[src/rtl/z80_rom_wait_ctrl_if.sv]
// ---------------------------------------------------------------------------
// z80_rom_wait_ctrl_if
//
// Bundles the Z80 (T80s) bus signals and the external ROM request/acknowledge
// port that the ROM wait-state controller sits between.
//
//   Z80 side
//     SDA       [15:0]  address bus
//     nMREQ             memory request, refresh already masked, active low
//     nIORQ             I/O request, active low
//     nRD               read strobe, active low
//     nWAIT             to Z80 WAIT_n; low stalls the CPU
//     SDD_ROM   [7:0]   ROM read data toward the Z80 data-in mux
//     ROM_SEL           high while the current memory read targets ROM
//   External memory side
//     ROM_REQ           level request, high until acknowledged
//     ROM_ADDR  [ADDR_W-1:0] byte address, stable while ROM_REQ is high
//     ROM_ACK           one-cycle acknowledge, ROM_DATA valid in same cycle
//     ROM_DATA  [7:0]   read byte
//
// Modports
//   slave  : the controller itself
//   master : everything around it (CPU core plus memory arbiter)
// ---------------------------------------------------------------------------
interface z80_rom_wait_ctrl_if #(
    parameter int ADDR_W = 22
);
    logic [15:0]       SDA;
    logic              nMREQ;
    logic              nIORQ;
    logic              nRD;
    logic              nWAIT;
    logic [7:0]        SDD_ROM;
    logic              ROM_SEL;
    logic              ROM_REQ;
    logic [ADDR_W-1:0] ROM_ADDR;
    logic              ROM_ACK;
    logic [7:0]        ROM_DATA;

    modport slave (
        input  SDA,
        input  nMREQ,
        input  nIORQ,
        input  nRD,
        input  ROM_ACK,
        input  ROM_DATA,
        output nWAIT,
        output SDD_ROM,
        output ROM_SEL,
        output ROM_REQ,
        output ROM_ADDR
    );

    modport master (
        output SDA,
        output nMREQ,
        output nIORQ,
        output nRD,
        output ROM_ACK,
        output ROM_DATA,
        input  nWAIT,
        input  SDD_ROM,
        input  ROM_SEL,
        input  ROM_REQ,
        input  ROM_ADDR
    );
endinterface

[src/rtl/z80_rom_wait_ctrl.sv]
// ---------------------------------------------------------------------------
// z80_rom_wait_ctrl
//
// Turns Z80 sound-CPU memory reads into request/acknowledge transactions on
// the external ROM port and stalls the CPU with WAIT_n until the byte is back.
// Also decodes the M1 memory map and holds the four NeoGeo M1 bank registers,
// which the CPU loads with IN instructions (port in SDA[3:0], value SDA[15:8]).
//
// Ports
//   CLK     system clock; the Z80 runs from it through a clock enable
//   RESET   asynchronous, active high; returns everything to reset values
//   bus     z80_rom_wait_ctrl_if.slave (Z80 bus + external ROM port)
//
// Memory map (by SDA)
//   0000-7FFF  fixed           {0, SDA[14:0]}
//   8000-BFFF  bank0 (16 KB)   bank0*16K + SDA[13:0]
//   C000-DFFF  bank1 ( 8 KB)   bank1*8K  + SDA[12:0]
//   E000-EFFF  bank2 ( 4 KB)   bank2*4K  + SDA[11:0]
//   F000-F7FF  bank3 ( 2 KB)   bank3*2K  + SDA[10:0]
//   F800-FFFF  work RAM, handled elsewhere (no request, no wait)
// ---------------------------------------------------------------------------
module z80_rom_wait_ctrl #(
    parameter int ADDR_W = 22
) (
    input  logic               CLK,
    input  logic               RESET,
    z80_rom_wait_ctrl_if.slave bus
);

    typedef enum logic [1:0] {
        ST_IDLE = 2'd0,
        ST_REQ  = 2'd1,
        ST_DONE = 2'd2
    } state_t;

    // Reset values give a linear map of 0000-F7FF.
    localparam logic [7:0] BANK0_RST = 8'h02;
    localparam logic [7:0] BANK1_RST = 8'h06;
    localparam logic [7:0] BANK2_RST = 8'h0E;
    localparam logic [7:0] BANK3_RST = 8'h1E;

    state_t            state_q;
    logic              rom_req_q;
    logic              rom_sel_q;
    logic [7:0]        sdd_rom_q;
    logic [ADDR_W-1:0] rom_addr_q;
    logic [ADDR_W-1:0] rom_addr_d;

    logic [7:0]        bank0_q;
    logic [7:0]        bank1_q;
    logic [7:0]        bank2_q;
    logic [7:0]        bank3_q;

    // Registered copies of the combined strobes, used for falling-edge
    // detection. Both idle high.
    logic              mem_strobe_n;
    logic              mem_strobe_q;
    logic              io_strobe_n;
    logic              io_strobe_q;

    logic              rom_space;
    logic              start;
    logic              io_fall;

    // -----------------------------------------------------------------------
    // ROM byte address for a CPU address under the current bank settings.
    // Arithmetic is done wide and truncated, so an oversized bank wraps.
    // -----------------------------------------------------------------------
    function automatic logic [ADDR_W-1:0] rom_addr_f(
        input logic [15:0] a,
        input logic [7:0]  b0,
        input logic [7:0]  b1,
        input logic [7:0]  b2,
        input logic [7:0]  b3
    );
        logic [31:0] full;
        if (!a[15]) begin
            full = {17'd0, a[14:0]};
        end else if (!a[14]) begin
            full = {10'd0, b0, 14'd0} + {18'd0, a[13:0]};
        end else if (!a[13]) begin
            full = {11'd0, b1, 13'd0} + {19'd0, a[12:0]};
        end else if (!a[12]) begin
            full = {12'd0, b2, 12'd0} + {20'd0, a[11:0]};
        end else begin
            full = {13'd0, b3, 11'd0} + {21'd0, a[10:0]};
        end
        return ADDR_W'(full);
    endfunction

    assign mem_strobe_n = bus.nMREQ | bus.nRD;
    assign io_strobe_n  = bus.nIORQ | bus.nRD;
    assign rom_space    = (bus.SDA < 16'hF800);

    // A read is new only if the strobe was high in the previous cycle, so a
    // long read held across DONE->IDLE cannot start a second transaction.
    assign start   = (state_q == ST_IDLE) && !mem_strobe_n && mem_strobe_q && rom_space;
    assign io_fall = io_strobe_q && !io_strobe_n;

    assign rom_addr_d = rom_addr_f(bus.SDA, bank0_q, bank1_q, bank2_q, bank3_q);

    // nWAIT is combinational so the CPU is already stalled in the first cycle
    // of the read, ahead of its WAIT sample point.
    assign bus.nWAIT    = !(start || (state_q == ST_REQ));
    assign bus.ROM_REQ  = rom_req_q;
    assign bus.ROM_ADDR = rom_addr_q;
    assign bus.ROM_SEL  = rom_sel_q;
    assign bus.SDD_ROM  = sdd_rom_q;

    // -----------------------------------------------------------------------
    // Bank registers, loaded on the falling edge of IORQ&RD. Only SDA[3:0]
    // selects the port; SDA[7:4] is deliberately not decoded.
    // -----------------------------------------------------------------------
    always_ff @(posedge CLK or posedge RESET) begin
        if (RESET) begin
            io_strobe_q <= 1'b1;
            bank0_q     <= BANK0_RST;
            bank1_q     <= BANK1_RST;
            bank2_q     <= BANK2_RST;
            bank3_q     <= BANK3_RST;
        end else begin
            io_strobe_q <= io_strobe_n;
            if (io_fall) begin
                case (bus.SDA[3:0])
                    4'hB:    bank0_q <= bus.SDA[15:8];
                    4'hA:    bank1_q <= bus.SDA[15:8];
                    4'h9:    bank2_q <= bus.SDA[15:8];
                    4'h8:    bank3_q <= bus.SDA[15:8];
                    default: ;
                endcase
            end
        end
    end

    // -----------------------------------------------------------------------
    // Transaction FSM with registered outputs. An asynchronous reset drops
    // ROM_REQ immediately; an acknowledge outside REQ is simply not looked at.
    // -----------------------------------------------------------------------
    always_ff @(posedge CLK or posedge RESET) begin
        if (RESET) begin
            state_q      <= ST_IDLE;
            mem_strobe_q <= 1'b1;
            rom_req_q    <= 1'b0;
            rom_sel_q    <= 1'b0;
            sdd_rom_q    <= 8'h00;
            rom_addr_q   <= '0;
        end else begin
            mem_strobe_q <= mem_strobe_n;
            case (state_q)
                ST_IDLE: begin
                    if (start) begin
                        rom_addr_q <= rom_addr_d;
                        rom_req_q  <= 1'b1;
                        rom_sel_q  <= 1'b1;
                        state_q    <= ST_REQ;
                    end
                end
                ST_REQ: begin
                    if (bus.ROM_ACK) begin
                        sdd_rom_q <= bus.ROM_DATA;
                        rom_req_q <= 1'b0;
                        state_q   <= ST_DONE;
                    end
                end
                ST_DONE: begin
                    // Hold the data on the mux until the CPU ends the cycle.
                    if (mem_strobe_n) begin
                        rom_sel_q <= 1'b0;
                        state_q   <= ST_IDLE;
                    end
                end
                default: begin
                    rom_req_q <= 1'b0;
                    rom_sel_q <= 1'b0;
                    state_q   <= ST_IDLE;
                end
            endcase
        end
    end

endmodule

[src/flat_wrapper.sv]
// flat-port wrapper written by rule: the top's interface ports become plain ports
module z80_rom_wait_ctrl_flat 
#(
    parameter int ADDR_W = 22
)
  (CLK, RESET, bus_SDA, bus_nMREQ, bus_nIORQ, bus_nRD, bus_ROM_ACK, bus_ROM_DATA, bus_nWAIT, bus_SDD_ROM, bus_ROM_SEL, bus_ROM_REQ, bus_ROM_ADDR);
  z80_rom_wait_ctrl_if #(.ADDR_W(ADDR_W)) bus_i ();
  input  logic CLK;
  input  logic RESET;
  input wire logic [$bits(bus_i.SDA)-1:0] bus_SDA;
  input wire logic [$bits(bus_i.nMREQ)-1:0] bus_nMREQ;
  input wire logic [$bits(bus_i.nIORQ)-1:0] bus_nIORQ;
  input wire logic [$bits(bus_i.nRD)-1:0] bus_nRD;
  input wire logic [$bits(bus_i.ROM_ACK)-1:0] bus_ROM_ACK;
  input wire logic [$bits(bus_i.ROM_DATA)-1:0] bus_ROM_DATA;
  output wire logic [$bits(bus_i.nWAIT)-1:0] bus_nWAIT;
  output wire logic [$bits(bus_i.SDD_ROM)-1:0] bus_SDD_ROM;
  output wire logic [$bits(bus_i.ROM_SEL)-1:0] bus_ROM_SEL;
  output wire logic [$bits(bus_i.ROM_REQ)-1:0] bus_ROM_REQ;
  output wire logic [$bits(bus_i.ROM_ADDR)-1:0] bus_ROM_ADDR;
  assign bus_i.SDA = bus_SDA;
  assign bus_i.nMREQ = bus_nMREQ;
  assign bus_i.nIORQ = bus_nIORQ;
  assign bus_i.nRD = bus_nRD;
  assign bus_i.ROM_ACK = bus_ROM_ACK;
  assign bus_i.ROM_DATA = bus_ROM_DATA;
  assign bus_nWAIT = bus_i.nWAIT;
  assign bus_SDD_ROM = bus_i.SDD_ROM;
  assign bus_ROM_SEL = bus_i.ROM_SEL;
  assign bus_ROM_REQ = bus_i.ROM_REQ;
  assign bus_ROM_ADDR = bus_i.ROM_ADDR;
  z80_rom_wait_ctrl #(.ADDR_W(ADDR_W)) u_core (.CLK(CLK), .RESET(RESET), .bus(bus_i));
endmodule
[config.mk]
export PLATFORM = sky130hd
export DESIGN_NAME = z80_rom_wait_ctrl_flat
export DESIGN_NICKNAME = d
export VERILOG_FILES = /design/src/rtl/z80_rom_wait_ctrl_if.sv /design/src/rtl/z80_rom_wait_ctrl.sv /design/src/flat_wrapper.sv
export SDC_FILE = /design/constraint.sdc
export NUM_CORES = 1
export LEC_CHECK = 0
export ABC_AREA = 1
export CORE_UTILIZATION = 38
export CTS_CLUSTER_DIAMETER = 200
export CTS_CLUSTER_SIZE = 30
export DETAILED_ROUTE_END_ITERATION = 10
export DONT_BUFFER_PORTS = 1
export HOLD_SLACK_MARGIN = 0.02
export PLACE_DENSITY = 0.55
export SLEW_MARGIN = 20
export SYNTH_ARGS = -nofsm -noshare
export SYNTH_HDL_FRONTEND = slang
export SYNTH_SLANG_ARGS = --single-unit
[constraint.sdc]
create_clock -name CLK -period 3 [get_ports CLK]
set_input_delay 0.9 -clock CLK [delete_from_list [all_inputs] [get_ports CLK]]
set_output_delay 0.9 -clock CLK [all_outputs]
set_load 0.03 [all_outputs]
==> flow_metrics.env <==
export IMPL_synthesis_nets=366
export IMPL_ys_warn_count=0
export IMPL_drc=0
export IMPL_period_minus_slack_ns=2.69
export IMPL_area_growth_pct=9.76
export IMPL_r2r_cells=8
export IMPL_place_gp_congestion=0.725
export IMPL_overflow=0
export IMPL_drive_above_1_share_pct=18.7
export IMPL_setup_slack_ns=0.307
export IMPL_htree_levels=3
export IMPL_die_x_um=92
export IMPL_crit_fanout=7
export IMPL_synth_cell_area_um2=3080
export IMPL_slew_viol_final=0
export IMPL_cts_sinks=68
export IMPL_clk_pin_slew_ns=0.07
export IMPL_start_util_pct=39.6
export IMPL_hold_path_class="primary input to asynchronous set/reset pin"
export IMPL_tightest_slew_ns=0.462
export IMPL_clkPwrFrac_pct=34.1
export IMPL_hold_viol_final=0
export IMPL_dr_pass1_iters=4
export IMPL_clockBufferDepth=2
export IMPL_final_cells=444
export IMPL_cts_root_buf="clkbuf_8"
export IMPL_ys_ff_latch=68
export IMPL_rsz0062_at_grt="false"
export IMPL_hold_ws_ns=0.363
export IMPL_hold_buffers=0
export IMPL_wl_per_cell_um=14.5
export IMPL_dp_cells=428
export IMPL_syn_area_per_cell_um2=9.16
export IMPL_io_pins=63
export IMPL_crit_arrival_ns=1.79
export IMPL_numCtsBuffers=9
export IMPL_worstPathRequired_ns=2.10
export IMPL_min_period_over_period_pct=89.8
export IMPL_drt_wl_total_mm=6.45
export IMPL_p_comb_share_pct=12.4
export IMPL_drv_cap=0
export IMPL_reg2reg_slack_ns=1.52
export IMPL_fmax_ghz=0.371
export IMPL_pre_cts_ws_ns=0.302
export IMPL_powerDensity_nw_per_um2=832
export IMPL_grt_max_degree=59
export IMPL_ant_nets=0
export IMPL_p_sw_share_pct=33.6
export IMPL_status="finished, final reports clean"
export IMPL_diodes=0
export IMPL_dp_hpwl_mm=4.46
export IMPL_power_leakage_uw=0.00168
export IMPL_setup_viol=0
export IMPL_finalClockSkew_ns=0.00967
export IMPL_cts_tree="yes"
export IMPL_critical_path_class="primary input to output pin"
export IMPL_clock_latency_ns=0.34
export IMPL_rows=32
export IMPL_postCtsSetupRepairBufs=0
export IMPL_fin_nets=367
export IMPL_syn_inst=336
export IMPL_end_kind="output pin"
export IMPL_grt_usage_pct=16.6
export IMPL_cts_resized=0
export IMPL_timing_rr_start="u_core.state_q[1]$_DFFE_PP0P_"
export IMPL_grt_antenna_before_repair=0
export IMPL_timing_slew_headroom_pct=69.2
export IMPL_ys_types=26
export IMPL_design_die_area_um2=8460
export IMPL_power_frac_seq_pct=53.6
export IMPL_core_area_um2=7770
export IMPL_grt_pass1_wl_mm=10.6
export IMPL_irDropWorstVdd_v=0.000245
export IMPL_ys_seq_area_share_pct=55.8
export IMPL_setup_tns_ns=0
export IMPL_grt_pass1_vias=2085
export IMPL_io_buffers=0
export IMPL_intPower_uw=1870
export IMPL_cp_startpoint="bus_nRD"
export IMPL_drt_vias_per_instance=4.82
export IMPL_drtIter0Drc=109
export IMPL_num_vias=2139
export IMPL_p_switching_uw=943
export IMPL_fp_dieH_um=92
export IMPL_startpoint_type="primary input"
cell type report:
cell class / count / area (µm²)
well taps: 102 / 128
flip-flops and latches: 68 / 1720
repair buffers: 3 / 35.0
clock inverters: 5 / 106
inverters: 26 / 97.6
multi-input cells: 229 / 1140
clock buffers: 11 / 151
fillers: 790 / 4390
Yosys cell counts (all sizes together):
cell type	number	area, µm²
nand3	19	95.1
or2	3	23.8
nand2	130	544
a22oi	1	7.51
nand4	2	12.5
clkbuf	1	3.75
dfrtp	56	1400
inv	26	97.6
buf	12	116
nor3	4	20.0
a21oi	8	40.0
nor2	15	101
dfstp	12	315
o21ai	47	299
critical path: stages:
cell and delay [ns]:
or2_4 0.27, nor2_8 0.17, nand2_8 0.05, inv_1 0.15, nor2_1 0.06, buf_4 0.18
registers in the layout, indices dropped and copies added, names as in the netlist:
register             count
u_core.bank0_q           8
u_core.bank1_q           8
u_core.bank2_q           8
u_core.bank3_q           8
u_core.bus.ROM_ADDR     22
u_core.bus.ROM_REQ       1
u_core.bus.ROM_SEL       1
u_core.bus.SDD_ROM       8
u_core.io_strobe_q       1
u_core.mem_strobe_q      1
u_core.state_q           2
path summary, 6_finish.rpt:
kind                                                            end
worst max register to register  u_core.bus.ROM_ADDR[16]$_DFFE_PP0P_
worst min-delay path                 u_core.bus.ROM_REQ$_DFFE_PP0P_
worst min register to register        u_core.bank2_q[3]$_DFFE_PP1P_
min in group CLK                      u_core.bank2_q[3]$_DFFE_PP1P_
worst max-delay path                                      bus_nWAIT
max in group asynchronous             u_core.bank2_q[1]$_DFFE_PP1P_
layer usage:
metal,part of all wire [%],global-route usage (%),vias to the layer above
met5,0,0,-
met1,47,22.0,1010
met2,46,25.6,48
met3,5.2,5.06,8
met4,1.3,6.64,0
li1,-,-,1073
placed cells by master, fill, tap and decap left out, drive strengths merged:
cell type and count:
dfstp 12, a21oi 8, nand4 2, buf 3, nor3 4, nand3 19
nand2 130, clkbuf 11, or2 3, o21ai 47, nor2 15, dfrtp 56
bufinv 3, a22oi 1, inv 27, clkinvlp 1
stage by stage:
step / cell area [µm²] / util, % / power (µW)
2_1_floorplan: 3080 / - / 1790
3_3_place_gp: 3120 / 40.2 / 1870
3_5_place_dp: 3120 / 40.2 / 1880
4_1_cts: 3380 / 43.5 / 2850
5_1_grt: 3380 / 43.5 / 2950
6_report: 3380 / 43.5 / 2810
cells by family after synthesis:
group                  count (synthesis)  synth area share [%]
AND/OR/NAND/NOR                      173                  25.9
flip-flops                            68                  55.8
AO/OA/AOI/OAI                         56                  11.3
buffers and inverters                 39                  7.07
power groups by stage:
| stage | Clock (µW) | Combinational, µW | Sequential, µW |
|---|---|---|---|
| after floorplan | 0 | 304 | 1490 |
| after global placement | 0 | 345 | 1520 |
| after detailed placement | 0 | 356 | 1530 |
| after CTS | 980 | 357 | 1510 |
| after global routing | 1010 | 407 | 1530 |
| final | 958 | 347 | 1510 |
No activity file was read; power rests on OpenSTA's default activity.
